**src/rtl/agc_mem_pkg.sv**
```systemverilog
// Shared types and constants for the AGC data-memory sequencer.
// Optional feature macro used elsewhere in this slice: AGC_EDIT_REGS_EN.
package agc_mem_pkg;

  localparam int ADDR_W_DEF    = 12;
  localparam int DATA_W_DEF    = 15;
  localparam int MEM_DEPTH_DEF = 2047;
  localparam int ERR_CNT_W_DEF = 8;
  localparam int ZERO_ADDR_DEF = 7;

  // Editing registers (octal 020..023)
  localparam int CYR_ADDR  = 16;
  localparam int SR_ADDR   = 17;
  localparam int CYL_ADDR  = 18;
  localparam int EDOP_ADDR = 19;

  typedef enum logic [2:0] {
    S_IDLE = 3'd0,
    S_ADDR = 3'd1,
    S_CAP  = 3'd2,
    S_WB   = 3'd3,
    S_RESP = 3'd4
  } state_t;

  // Bank bits are address[11:10]; only bank 00 is erasable.
  function automatic logic is_erasable(input logic [1:0] bank);
    return (bank == 2'b00);
  endfunction

  function automatic logic in_range(input logic [31:0] addr, input logic [31:0] depth);
    return (addr < depth);
  endfunction

endpackage

```
**src/rtl/agc_mem_sequencer_if.sv**
```systemverilog
// Request/response and memory-port bundle for agc_mem_sequencer.
// slave  : the sequencer itself.
// master : the environment (control unit on the req/rsp side, memory on the mem side).
// Handshake: a request transfers on a clock edge where reqValid && reqReady;
// a response transfers on an edge where rspValid && rspReady. Neither valid
// may depend on its ready, and a valid once raised holds its payload until taken.
interface agc_mem_sequencer_if #(
  parameter int ADDR_W    = 12,
  parameter int DATA_W    = 15,
  parameter int ERR_CNT_W = 8
);
  logic                 reqValid;
  logic                 reqReady;
  logic                 reqWrite;
  logic [ADDR_W-1:0]    reqAddr;
  logic [DATA_W-1:0]    reqData;
  logic                 rspValid;
  logic                 rspReady;
  logic [DATA_W-1:0]    rspData;
  logic                 rspErr;
  logic [ERR_CNT_W-1:0] errCount;
  logic                 memWE;
  logic [ADDR_W-1:0]    memAddr;
  logic [DATA_W-1:0]    memDataOut;
  logic [DATA_W-1:0]    memDataIn;

  modport slave (
    input  reqValid, reqWrite, reqAddr, reqData, rspReady, memDataIn,
    output reqReady, rspValid, rspData, rspErr, errCount, memWE, memAddr, memDataOut
  );

  modport master (
    output reqValid, reqWrite, reqAddr, reqData, rspReady, memDataIn,
    input  reqReady, rspValid, rspData, rspErr, errCount, memWE, memAddr, memDataOut
  );
endinterface

```
**src/rtl/agc_edit_unit.sv**
```systemverilog
// Combinational editing of words written to CYR/SR/CYL/EDOP.
// Exists only when AGC_EDIT_REGS_EN is defined; other addresses pass through.
`ifdef AGC_EDIT_REGS_EN
module agc_edit_unit
  import agc_mem_pkg::*;
#(
  parameter int ADDR_W = ADDR_W_DEF,
  parameter int DATA_W = DATA_W_DEF
) (
  input  logic [ADDR_W-1:0] addr,
  input  logic [DATA_W-1:0] din,
  output logic [DATA_W-1:0] dout
);

  // Select the edited form of the write data by target register
  always_comb begin
    dout = din;
    if (addr == ADDR_W'(CYR_ADDR)) begin
      dout = {din[0], din[DATA_W-1:1]};
    end else if (addr == ADDR_W'(SR_ADDR)) begin
      dout = {din[DATA_W-1], din[DATA_W-1:1]};
    end else if (addr == ADDR_W'(CYL_ADDR)) begin
      dout = {din[DATA_W-2:0], din[DATA_W-1]};
    end else if (addr == ADDR_W'(EDOP_ADDR)) begin
      dout      = '0;
      dout[6:0] = din[13:7];
    end
  end

endmodule
`endif

```
**src/rtl/agc_mem_sequencer.sv**
```systemverilog
// Initiator side of the AGC erasable/fixed data-memory port.
// Every access reads first, so a write returns the word it replaces.
// Fixed-bank writes and out-of-range addresses are rejected and counted.
// Optional feature macro: AGC_EDIT_REGS_EN (edited stores to CYR/SR/CYL/EDOP).
module agc_mem_sequencer
  import agc_mem_pkg::*;
#(
  parameter int ADDR_W    = ADDR_W_DEF,
  parameter int DATA_W    = DATA_W_DEF,
  parameter int MEM_DEPTH = MEM_DEPTH_DEF,
  parameter int ZERO_ADDR = ZERO_ADDR_DEF,
  parameter int ERR_CNT_W = ERR_CNT_W_DEF
) (
  input  logic                clk,
  input  logic                reset,
  agc_mem_sequencer_if.slave  bus,
  output state_t              dbgState
);

  state_t                state_q, state_n;
  logic                  wr_q, wr_n;
  logic [ADDR_W-1:0]     addr_q, addr_n;
  logic [DATA_W-1:0]     data_q, data_n;
  logic [DATA_W-1:0]     g_q, g_n;
  logic                  req_ready_q, req_ready_n;
  logic                  rsp_valid_q, rsp_valid_n;
  logic                  rsp_err_q, rsp_err_n;
  logic [DATA_W-1:0]     rsp_data_q, rsp_data_n;
  logic [ERR_CNT_W-1:0]  err_cnt_q, err_cnt_n;
  logic                  mem_we_q, mem_we_n;
  logic [ADDR_W-1:0]     mem_addr_q, mem_addr_n;
  logic [DATA_W-1:0]     mem_dout_q, mem_dout_n;
  logic [DATA_W-1:0]     wr_data_edit;
  logic                  req_reject;
  logic                  is_zero;

`ifdef AGC_EDIT_REGS_EN
  agc_edit_unit #(
    .ADDR_W (ADDR_W),
    .DATA_W (DATA_W)
  ) u_edit (
    .addr (addr_q),
    .din  (data_q),
    .dout (wr_data_edit)
  );
`else
  assign wr_data_edit = data_q;
`endif

  assign req_reject = !in_range(32'(bus.reqAddr), 32'(MEM_DEPTH)) ||
                      (bus.reqWrite && !is_erasable(bus.reqAddr[11:10]));
  assign is_zero    = (addr_q == ADDR_W'(ZERO_ADDR));

  // Next-state and next-output logic; every output is registered below
  always_comb begin
    state_n    = state_q;
    wr_n       = wr_q;
    addr_n     = addr_q;
    data_n     = data_q;
    g_n        = g_q;
    rsp_err_n  = rsp_err_q;
    rsp_data_n = rsp_data_q;
    err_cnt_n  = err_cnt_q;
    mem_we_n   = 1'b0;
    mem_addr_n = mem_addr_q;
    mem_dout_n = mem_dout_q;
    case (state_q)
      S_IDLE: begin
        if (bus.reqValid) begin
          wr_n       = bus.reqWrite;
          addr_n     = bus.reqAddr;
          data_n     = bus.reqData;
          mem_addr_n = bus.reqAddr;
          if (req_reject) begin
            state_n    = S_RESP;
            rsp_err_n  = 1'b1;
            rsp_data_n = '0;
            g_n        = '0;
            if (err_cnt_q != '1) err_cnt_n = err_cnt_q + 1'b1;
          end else begin
            state_n   = S_ADDR;
            rsp_err_n = 1'b0;
          end
        end
      end
      S_ADDR: state_n = S_CAP;
      S_CAP: begin
        g_n = is_zero ? '0 : bus.memDataIn;
        if (wr_q) begin
          state_n    = S_WB;
          mem_we_n   = !is_zero;
          mem_dout_n = wr_data_edit;
        end else begin
          state_n    = S_RESP;
          rsp_data_n = g_n;
        end
      end
      S_WB: begin
        state_n    = S_RESP;
        rsp_data_n = g_q;
      end
      S_RESP: begin
        if (bus.rspReady) begin
          state_n   = S_IDLE;
          rsp_err_n = 1'b0;
        end
      end
      default: state_n = S_IDLE;
    endcase
    req_ready_n = (state_n == S_IDLE);
    rsp_valid_n = (state_n == S_RESP);
  end

  // State and registered outputs; async reset aborts any access in flight
  always_ff @(posedge clk or posedge reset) begin
    if (reset) begin
      state_q     <= S_IDLE;
      wr_q        <= 1'b0;
      addr_q      <= '0;
      data_q      <= '0;
      g_q         <= '0;
      req_ready_q <= 1'b1;
      rsp_valid_q <= 1'b0;
      rsp_err_q   <= 1'b0;
      rsp_data_q  <= '0;
      err_cnt_q   <= '0;
      mem_we_q    <= 1'b0;
      mem_addr_q  <= '0;
      mem_dout_q  <= '0;
    end else begin
      state_q     <= state_n;
      wr_q        <= wr_n;
      addr_q      <= addr_n;
      data_q      <= data_n;
      g_q         <= g_n;
      req_ready_q <= req_ready_n;
      rsp_valid_q <= rsp_valid_n;
      rsp_err_q   <= rsp_err_n;
      rsp_data_q  <= rsp_data_n;
      err_cnt_q   <= err_cnt_n;
      mem_we_q    <= mem_we_n;
      mem_addr_q  <= mem_addr_n;
      mem_dout_q  <= mem_dout_n;
    end
  end

  assign bus.reqReady   = req_ready_q;
  assign bus.rspValid   = rsp_valid_q;
  assign bus.rspErr     = rsp_err_q;
  assign bus.rspData    = rsp_data_q;
  assign bus.errCount   = err_cnt_q;
  assign bus.memWE      = mem_we_q;
  assign bus.memAddr    = mem_addr_q;
  assign bus.memDataOut = mem_dout_q;
  assign dbgState       = state_q;

endmodule
```
**src/flat_wrapper.sv**
```systemverilog
// flat-port wrapper written by rule: the top's interface ports become plain ports
module agc_mem_sequencer_flat import agc_mem_pkg::*;
#(
  parameter int ADDR_W    = ADDR_W_DEF,
  parameter int DATA_W    = DATA_W_DEF,
  parameter int MEM_DEPTH = MEM_DEPTH_DEF,
  parameter int ZERO_ADDR = ZERO_ADDR_DEF,
  parameter int ERR_CNT_W = ERR_CNT_W_DEF
)
  (clk, reset, dbgState, bus_reqValid, bus_reqWrite, bus_reqAddr, bus_reqData, bus_rspReady, bus_memDataIn, bus_reqReady, bus_rspValid, bus_rspData, bus_rspErr, bus_errCount, bus_memWE, bus_memAddr, bus_memDataOut);
  agc_mem_sequencer_if #(.ADDR_W(ADDR_W), .DATA_W(DATA_W), .ERR_CNT_W(ERR_CNT_W)) bus_i ();
  input  logic clk;
  input  logic reset;
  output state_t dbgState;
  input wire logic [$bits(bus_i.reqValid)-1:0] bus_reqValid;
  input wire logic [$bits(bus_i.reqWrite)-1:0] bus_reqWrite;
  input wire logic [$bits(bus_i.reqAddr)-1:0] bus_reqAddr;
  input wire logic [$bits(bus_i.reqData)-1:0] bus_reqData;
  input wire logic [$bits(bus_i.rspReady)-1:0] bus_rspReady;
  input wire logic [$bits(bus_i.memDataIn)-1:0] bus_memDataIn;
  output wire logic [$bits(bus_i.reqReady)-1:0] bus_reqReady;
  output wire logic [$bits(bus_i.rspValid)-1:0] bus_rspValid;
  output wire logic [$bits(bus_i.rspData)-1:0] bus_rspData;
  output wire logic [$bits(bus_i.rspErr)-1:0] bus_rspErr;
  output wire logic [$bits(bus_i.errCount)-1:0] bus_errCount;
  output wire logic [$bits(bus_i.memWE)-1:0] bus_memWE;
  output wire logic [$bits(bus_i.memAddr)-1:0] bus_memAddr;
  output wire logic [$bits(bus_i.memDataOut)-1:0] bus_memDataOut;
  assign bus_i.reqValid = bus_reqValid;
  assign bus_i.reqWrite = bus_reqWrite;
  assign bus_i.reqAddr = bus_reqAddr;
  assign bus_i.reqData = bus_reqData;
  assign bus_i.rspReady = bus_rspReady;
  assign bus_i.memDataIn = bus_memDataIn;
  assign bus_reqReady = bus_i.reqReady;
  assign bus_rspValid = bus_i.rspValid;
  assign bus_rspData = bus_i.rspData;
  assign bus_rspErr = bus_i.rspErr;
  assign bus_errCount = bus_i.errCount;
  assign bus_memWE = bus_i.memWE;
  assign bus_memAddr = bus_i.memAddr;
  assign bus_memDataOut = bus_i.memDataOut;
  agc_mem_sequencer #(.ADDR_W(ADDR_W), .DATA_W(DATA_W), .MEM_DEPTH(MEM_DEPTH), .ZERO_ADDR(ZERO_ADDR), .ERR_CNT_W(ERR_CNT_W)) u_core (.clk(clk), .reset(reset), .bus(bus_i), .dbgState(dbgState));
endmodule
```
**config.mk**
```make
export PLATFORM = sky130hd
export DESIGN_NAME = agc_mem_sequencer_flat
export DESIGN_NICKNAME = d
export VERILOG_FILES = /design/src/rtl/agc_mem_pkg.sv /design/src/rtl/agc_mem_sequencer_if.sv /design/src/rtl/agc_edit_unit.sv /design/src/rtl/agc_mem_sequencer.sv /design/src/flat_wrapper.sv
export SDC_FILE = /design/constraint.sdc
export NUM_CORES = 1
export LEC_CHECK = 0
export ABC_AREA = 0
export ABC_CLOCK_PERIOD_IN_PS = 3800
export CAP_MARGIN = 20
export CORE_ASPECT_RATIO = 1.4
export CORE_MARGIN = 2
export CORE_UTILIZATION = 48
export CTS_CLUSTER_DIAMETER = 60
export DETAILED_ROUTE_END_ITERATION = 10
export GPL_TIMING_DRIVEN = 0
export HOLD_SLACK_MARGIN = 0.12
export PLACE_DENSITY = 0.8
export SKIP_CTS_REPAIR_TIMING = 1
export SYNTH_ARGS = -nofsm -noshare
export SYNTH_HDL_FRONTEND = slang
export SYNTH_SLANG_ARGS = --single-unit
```
**constraint.sdc**
```tcl
create_clock -name clk -period 3.8 [get_ports clk]
set_input_delay 0.57 -clock clk [delete_from_list [all_inputs] [get_ports clk]]
set_output_delay 0.57 -clock clk [all_outputs]
set_load 0.02 [all_outputs]
```
==> impl_table.tex <==
\begin{tabular}{lr}
\hline
Metric & Value \\
\hline
\multicolumn{2}{l}{\textbf{Run status}} \\
Status & finished clean \\
\multicolumn{2}{l}{\textbf{Critical path}} \\
Biggest fanout along the worst timing path & 10 \\
Crit path required time & 4.04 ns \\
Arrival time worst endpoint & 2.83 ns \\
Endpoint of the lowest-slack register-to-register path & u\_core.bus.rspData[10]\$\_DFFE\_PP0P\_ \\
Beginning of the critical path & bus\_reqAddr[10] \\
Setup slack on the worst flop-to-flop path & 1.48 ns \\
Worst r2r path cells & 5 \\
Critical setup path kind & in2reg \\
Source of the worst register-to-register timing path & u\_core.dbgState[2]\$\_DFF\_PP0\_ \\
Sort of element at the end of the critical path & flop \\
Kind of start point of the critical path & input port \\
\multicolumn{2}{l}{\textbf{Global route}} \\
Total Routing Usage GR & 20.9\% \\
Maximum number of pins on one net before global-route repair & 57 \\
Antenna violations before repair & 0 \\
Vias in the first global route & 2741 \\
Global-route wire length before repair & 13.7 mm \\
Grt ovf & 0 \\
\multicolumn{2}{l}{\textbf{STA}} \\
Portion of the clock cycle consumed by the worst path in the final layout & 68.4\% \\
Post-route minimum period & 2.60 ns \\
Rel. slew slack & 35.3\% \\
Count of final max-slew check failures & 0 \\
Slew at the pin closest to its max-slew limit & 0.963 ns \\
Top achievable clock speed & 0.385 GHz \\
Number of hold violations in the final report & 0 \\
Worst clock skew & 0.00764 ns \\
Total Negative Setup Slacks & 0 ns \\
Worst hold slack & 0.504 ns \\
Count of final setup violators & 0 \\
Worst setup margin & 1.20 ns \\
Setup repair after global routing missed its margin & false \\
\multicolumn{2}{l}{\textbf{Logic synthesis}} \\
Sequential fraction of the synthesis area & 59.3\% \\
Post-synthesis cell type with the largest combined area & sky130\_fd\_sc\_hd\_\_dfrtp\_1 \\
Cell types occupying the most area after synthesis & sky130\_fd\_sc\_hd\_\_dfrtp\_1 (59\%), sky130\_fd\_sc\_hd\_\_mux2\_2 (18\%), sky130\_fd\_sc\_hd\_\_a22o\_1 (3.5\%) \\
Number of cells produced by synthesis & 286 \\
Avg Inst Size Synth & 13.0 µm² \\
Number of distinct library cells after synthesis & 42 \\
Proportion of synthesized flip-flops having asynchronous set or reset & 100\% \\
Yosys warns & 0 \\
Most used standard cell by instance count after synthesis & sky130\_fd\_sc\_hd\_\_dfrtp\_1 \\
Synth Net Count & 334 \\
Flip-flop and latch count after synthesis & 88 \\
Most used flip-flop cell after synthesis & sky130\_fd\_sc\_hd\_\_dfrtp\_1 \\
Synth top area share & 58.5\% \\
Top cells by count, synth & sky130\_fd\_sc\_hd\_\_dfrtp\_1 (87), sky130\_fd\_sc\_hd\_\_mux2\_2 (61), sky130\_fd\_sc\_hd\_\_inv\_1 (20) \\
Number of enable flip-flop cells after synthesis & 0 \\
Netlist area before placement & 3720 µm² \\
\multicolumn{2}{l}{\textbf{Floorplanning}} \\
Top Ports & 104 \\
Die area & 8480 µm² \\
Y dimension of the die & 108 µm \\
Row Count & 38 \\
Area of the core & 7650 µm² \\
Die span in x & 78.4 µm \\
Effective utilization at floorplan & 48.6\% \\
\multicolumn{2}{l}{\textbf{Route}} \\
Detailed Route Iter0 Violations & 64 \\
Routed wire per std cell & 16.2 µm \\
Average via count per standard cell & 5.15 \\
Number of design rule violations left after detail routing & 0 \\
1st-pass router iterations & 4 \\
Drt total wl & 8.20 mm \\
Via total after detailed routing & 2603 \\
Count of antenna-violating nets left after detailed routing & 0 \\
\multicolumn{2}{l}{\textbf{Finish}} \\
Footprint of the multi-input gates & 1380 µm² \\
Area growth syn-to-layout & 37.0\% \\
Ant diodes & 0 \\
Final cell count without fillers & 505 \\
Filler cell count & 578 \\
Final net count & 449 \\
Sequential Area & 2200 µm² \\
Final instance area & 5100 µm² \\
Fraction of layout instances using a drive strength above 1 & 21.5\% \\
Final core area utilization & 66.6\% \\
\multicolumn{2}{l}{\textbf{Clock network}} \\
TritonCTS buffer count & 9 \\
Clock slew at the register clock pins of the worst setup and hold paths & 0.08 ns \\
Clock Sinks & 88 \\
Insertion delay to the later sink of the worst-skew pair & 0.35 ns \\
CTS tree & yes \\
Master cell of the clock root buffer & sky130\_fd\_sc\_hd\_\_clkbuf\_8 \\
Max Root-Sink Buffers & 2 \\
H-tree levels & 3 \\
\multicolumn{2}{l}{\textbf{Placement}} \\
Last weighted congestion value of the routability-driven placer & 0.809 \\
Dpl hpwl & 6.14 mm \\
Post-Place Cell Area & 4900 µm² \\
I/O Buffers & 103 \\
Total placed cells including tap cells & 490 \\
Post-placement worst setup slack & 0.824 ns \\
\multicolumn{2}{l}{\textbf{Worst hold path}} \\
Path class of the lowest-slack min-delay path & reg2reg \\
Critical hold path startpoint & u\_core.wr\_q\$\_DFFE\_PP0P\_ \\
Instance count along the most critical hold path & 1 \\
Destination of the worst hold path & u\_core.wr\_q\$\_DFFE\_PP0P\_ \\
\multicolumn{2}{l}{\textbf{Power and ir drop}} \\
Maximum VDD drop & 0.566 mV \\
Leakage power & 2.16 nW \\
Total power density per cell area & 803 nW/µm² \\
Total power consumption of the routed design & 4.09 mW \\
\multicolumn{2}{l}{\textbf{Job}} \\
Number of violations of the max-capacitance limit & 0 \\
\hline
\end{tabular}
[per-layer routing]
| metal | share of wire (%) | global-route usage [%] |
|---|---|---|
| met5 | 0 | 0 |
| met4 | 0.85 | 6.77 |
| met3 | 7.6 | 7.18 |
| met2 | 51 | 35.3 |
| met1 | 41 | 25.1 |
[worst max-delay path by stage]
stage	slack, ns	end
after floorplan	0.95	u_core.addr_q[0]$_DFFE_PP0P_
after global placement	-0.33	u_core.bus.memDataOut[1]$_DFFE_PP0P_
after detailed placement	0.82	u_core.bus.rspData[9]$_DFFE_PP0P_
after CTS	1.20	u_core.bus.rspData[9]$_DFFE_PP0P_
after global routing	1.07	u_core.bus.rspData[10]$_DFFE_PP0P_
final	1.20	u_core.bus.rspData[10]$_DFFE_PP0P_
[cells in the final DEF (no fill, tap or decap), types with 2 or more instances in the layout]
master / count
sky130_fd_sc_hd__a21o_1: 2
sky130_fd_sc_hd__nand4_1: 3
sky130_fd_sc_hd__nor2_1: 4
sky130_fd_sc_hd__clkbuf_1: 7
sky130_fd_sc_hd__o21ai_0: 17
sky130_fd_sc_hd__a21oi_1: 2
sky130_fd_sc_hd__nand2_1: 18
sky130_fd_sc_hd__o211ai_1: 6
sky130_fd_sc_hd__clkbuf_8: 13
sky130_fd_sc_hd__nand2b_1: 2
sky130_fd_sc_hd__a22o_1: 15
sky130_fd_sc_hd__nand3_1: 3
sky130_fd_sc_hd__buf_1: 2
sky130_fd_sc_hd__inv_1: 19
sky130_fd_sc_hd__o2111ai_1: 3
sky130_fd_sc_hd__and3_1: 3
sky130_fd_sc_hd__clkdlybuf4s50_1: 103
sky130_fd_sc_hd__mux2_2: 61
sky130_fd_sc_hd__xnor2_1: 4
sky130_fd_sc_hd__buf_2: 3
sky130_fd_sc_hd__nor2b_1: 2
sky130_fd_sc_hd__dfrtp_1: 87
[power breakdown]
part           internal [mW]  leakage [nW]  switching (mW)
combinational          0.993         0.954           0.902
clock                  0.305        0.0975           0.317
sequential              1.33          1.11           0.247
[kinds of logic after synthesis]
| kind of cell | Yosys count | synth area share, % |
|---|---|---|
| flops | 88 | 59.3 |
| compound gates | 51 | 10.2 |
| mux | 62 | 18.7 |
| buf+inv | 33 | 3.63 |
| simple gates | 47 | 6.90 |
| fa+ha+maj | 1 | 0.336 |
| xor+xnor | 4 | 0.942 |
[state kept, by name, summed over array words and instances, names as in the netlist]
name / flops
u_core.bus.memDataOut: 15
u_core.bus.memWE: 1
u_core.bus.errCount: 8
u_core.bus.rspData: 15
u_core.bus.reqReady: 1
u_core.data_q: 15
u_core.dbgState: 3
u_core.bus.rspErr: 1
u_core.bus.rspValid: 1
u_core.g_q: 15
u_core.addr_q: 12
u_core.wr_q: 1
[layout make-up]
cell class	instances	share of cell area, %
plain buffers	13	1.18
repair buffers	104	20.8
multi-input cells	165	27.1
clock buffers	13	3.51
flip-flops and latches	88	43.2
clock inverters	2	0.246
inverters	20	1.52
well taps	100	2.46
[critical path, stage by stage]
cell	delay, ns
sky130_fd_sc_hd__clkdlybuf4s50_1	0.53
sky130_fd_sc_hd__a21o_1	0.13
sky130_fd_sc_hd__buf_1	0.35
sky130_fd_sc_hd__a22oi_1	0.22
sky130_fd_sc_hd__a221oi_4	0.48
sky130_fd_sc_hd__buf_6	0.21
sky130_fd_sc_hd__mux2_2	0.34
Power figures use the tool's default switching activity.
==> variant: new RTL, config.mk and constraints unchanged <==
Build with the macro `AGC_EDIT_REGS_EN` defined.
--- a/src/rtl/agc_edit_unit.sv
+++ b/src/rtl/agc_edit_unit.sv
@@ -2,2 +2,4 @@
 // Exists only when AGC_EDIT_REGS_EN is defined; other addresses pass through.
+`define AGC_EDIT_REGS_EN
+
 `ifdef AGC_EDIT_REGS_EN
Behaviour: not the same (a bounded check fails within 4 cycles, from zero or initial values and one cycle with reset high).
==> variant against the unedited design <==
- wire length is 33% higher
- non-clock buffer count increased by 14
- final area rose by 13%
- power up 11%
- count of clock-buffer cells in the layout decreased by 4
- sequential cell count is the same
- synthesized area up 16%
- global-route usage up 2.1 points
- setup slack better by 0.29 ns
- maximum frequency up 13%
- combinational power grew 6%
- register-to-register slack gained 0.27 ns
- sequential power rose by 9%
==> variant: results <==
final_layout:
  final_cells: 620
  layout-drive-gt1-share: 0.142
synth:
  yosysSeqAreaShare: 0.513
  synth_cell_type_count: 52
  synth_area_leaders: "dfrtp_1 (51%), nand2_1 (7.2%), a22o_1 (4.9%)"
power:
  p_sw_frac: 0.403
  p_leak_nw: 2.49
  pg_comb_w: 0.00201
global_routing:
  grt_pass1_wl_mm: 17.8
  grt_pass1_vias: 3670
  grt_max_degree: 49
place:
  placed_area_um2: 5480
  hpwlAfterDp_mm: 7.88
  gp_congestion: 0.871
drt:
  dr.pass1.iters: 5
  vias: 3606
  routed_wl_mm: 10.9
  first_iter_violations: 218
clock_network:
  cts-root-buf: "clkbuf_16"
min_path:
  hold_end: "u_core.bus.memDataOut[8]"
  worstHoldStart: "u_core.bus.memDataOut[8]"
  min_path_cells: 2
sta:
  timing.hold.ws_ns: 0.485
  finalWorstSetupSlack_ns: 1.49
critical_path:
  worstRegToRegCells: 6
status:
  status: "complete, no violations"
## variant: changes by cell type in the layout (fill, tap and decap cells not counted), sizes merged, moves of 9 or more
cell	delta
buf	+11
a22o	+9
a32o	+15
nand2	+65
mux2	-43
## variant: worst max-delay path: stages
cell	delay (ns)
clkdlybuf4s50_1	0.55
nand4_1	0.14
o31a_1	0.33
clkbuf_1	0.23
nor4_1	0.34
mux2_1	0.35
## variant: metal layers
layer / up-vias / GRT usage / share of wire
li1: 1676 / - / -
met1: 1790 / 0.284 / 0.42
met2: 124 / 0.410 / 0.52
met3: 16 / 0.0427 / 0.049
met4: 0 / 0.0763 / 0.015
met5: - / 0 / 0
## variant: final cells by class
type                    instances  area share
flip-flops and latches         88       0.382
multi-input cells             270       0.330
repair buffers                104       0.182
clock buffers                   9      0.0390
plain buffers                  27      0.0269
well taps                     105      0.0228
clock inverters                 7      0.0104
inverters                      10     0.00694
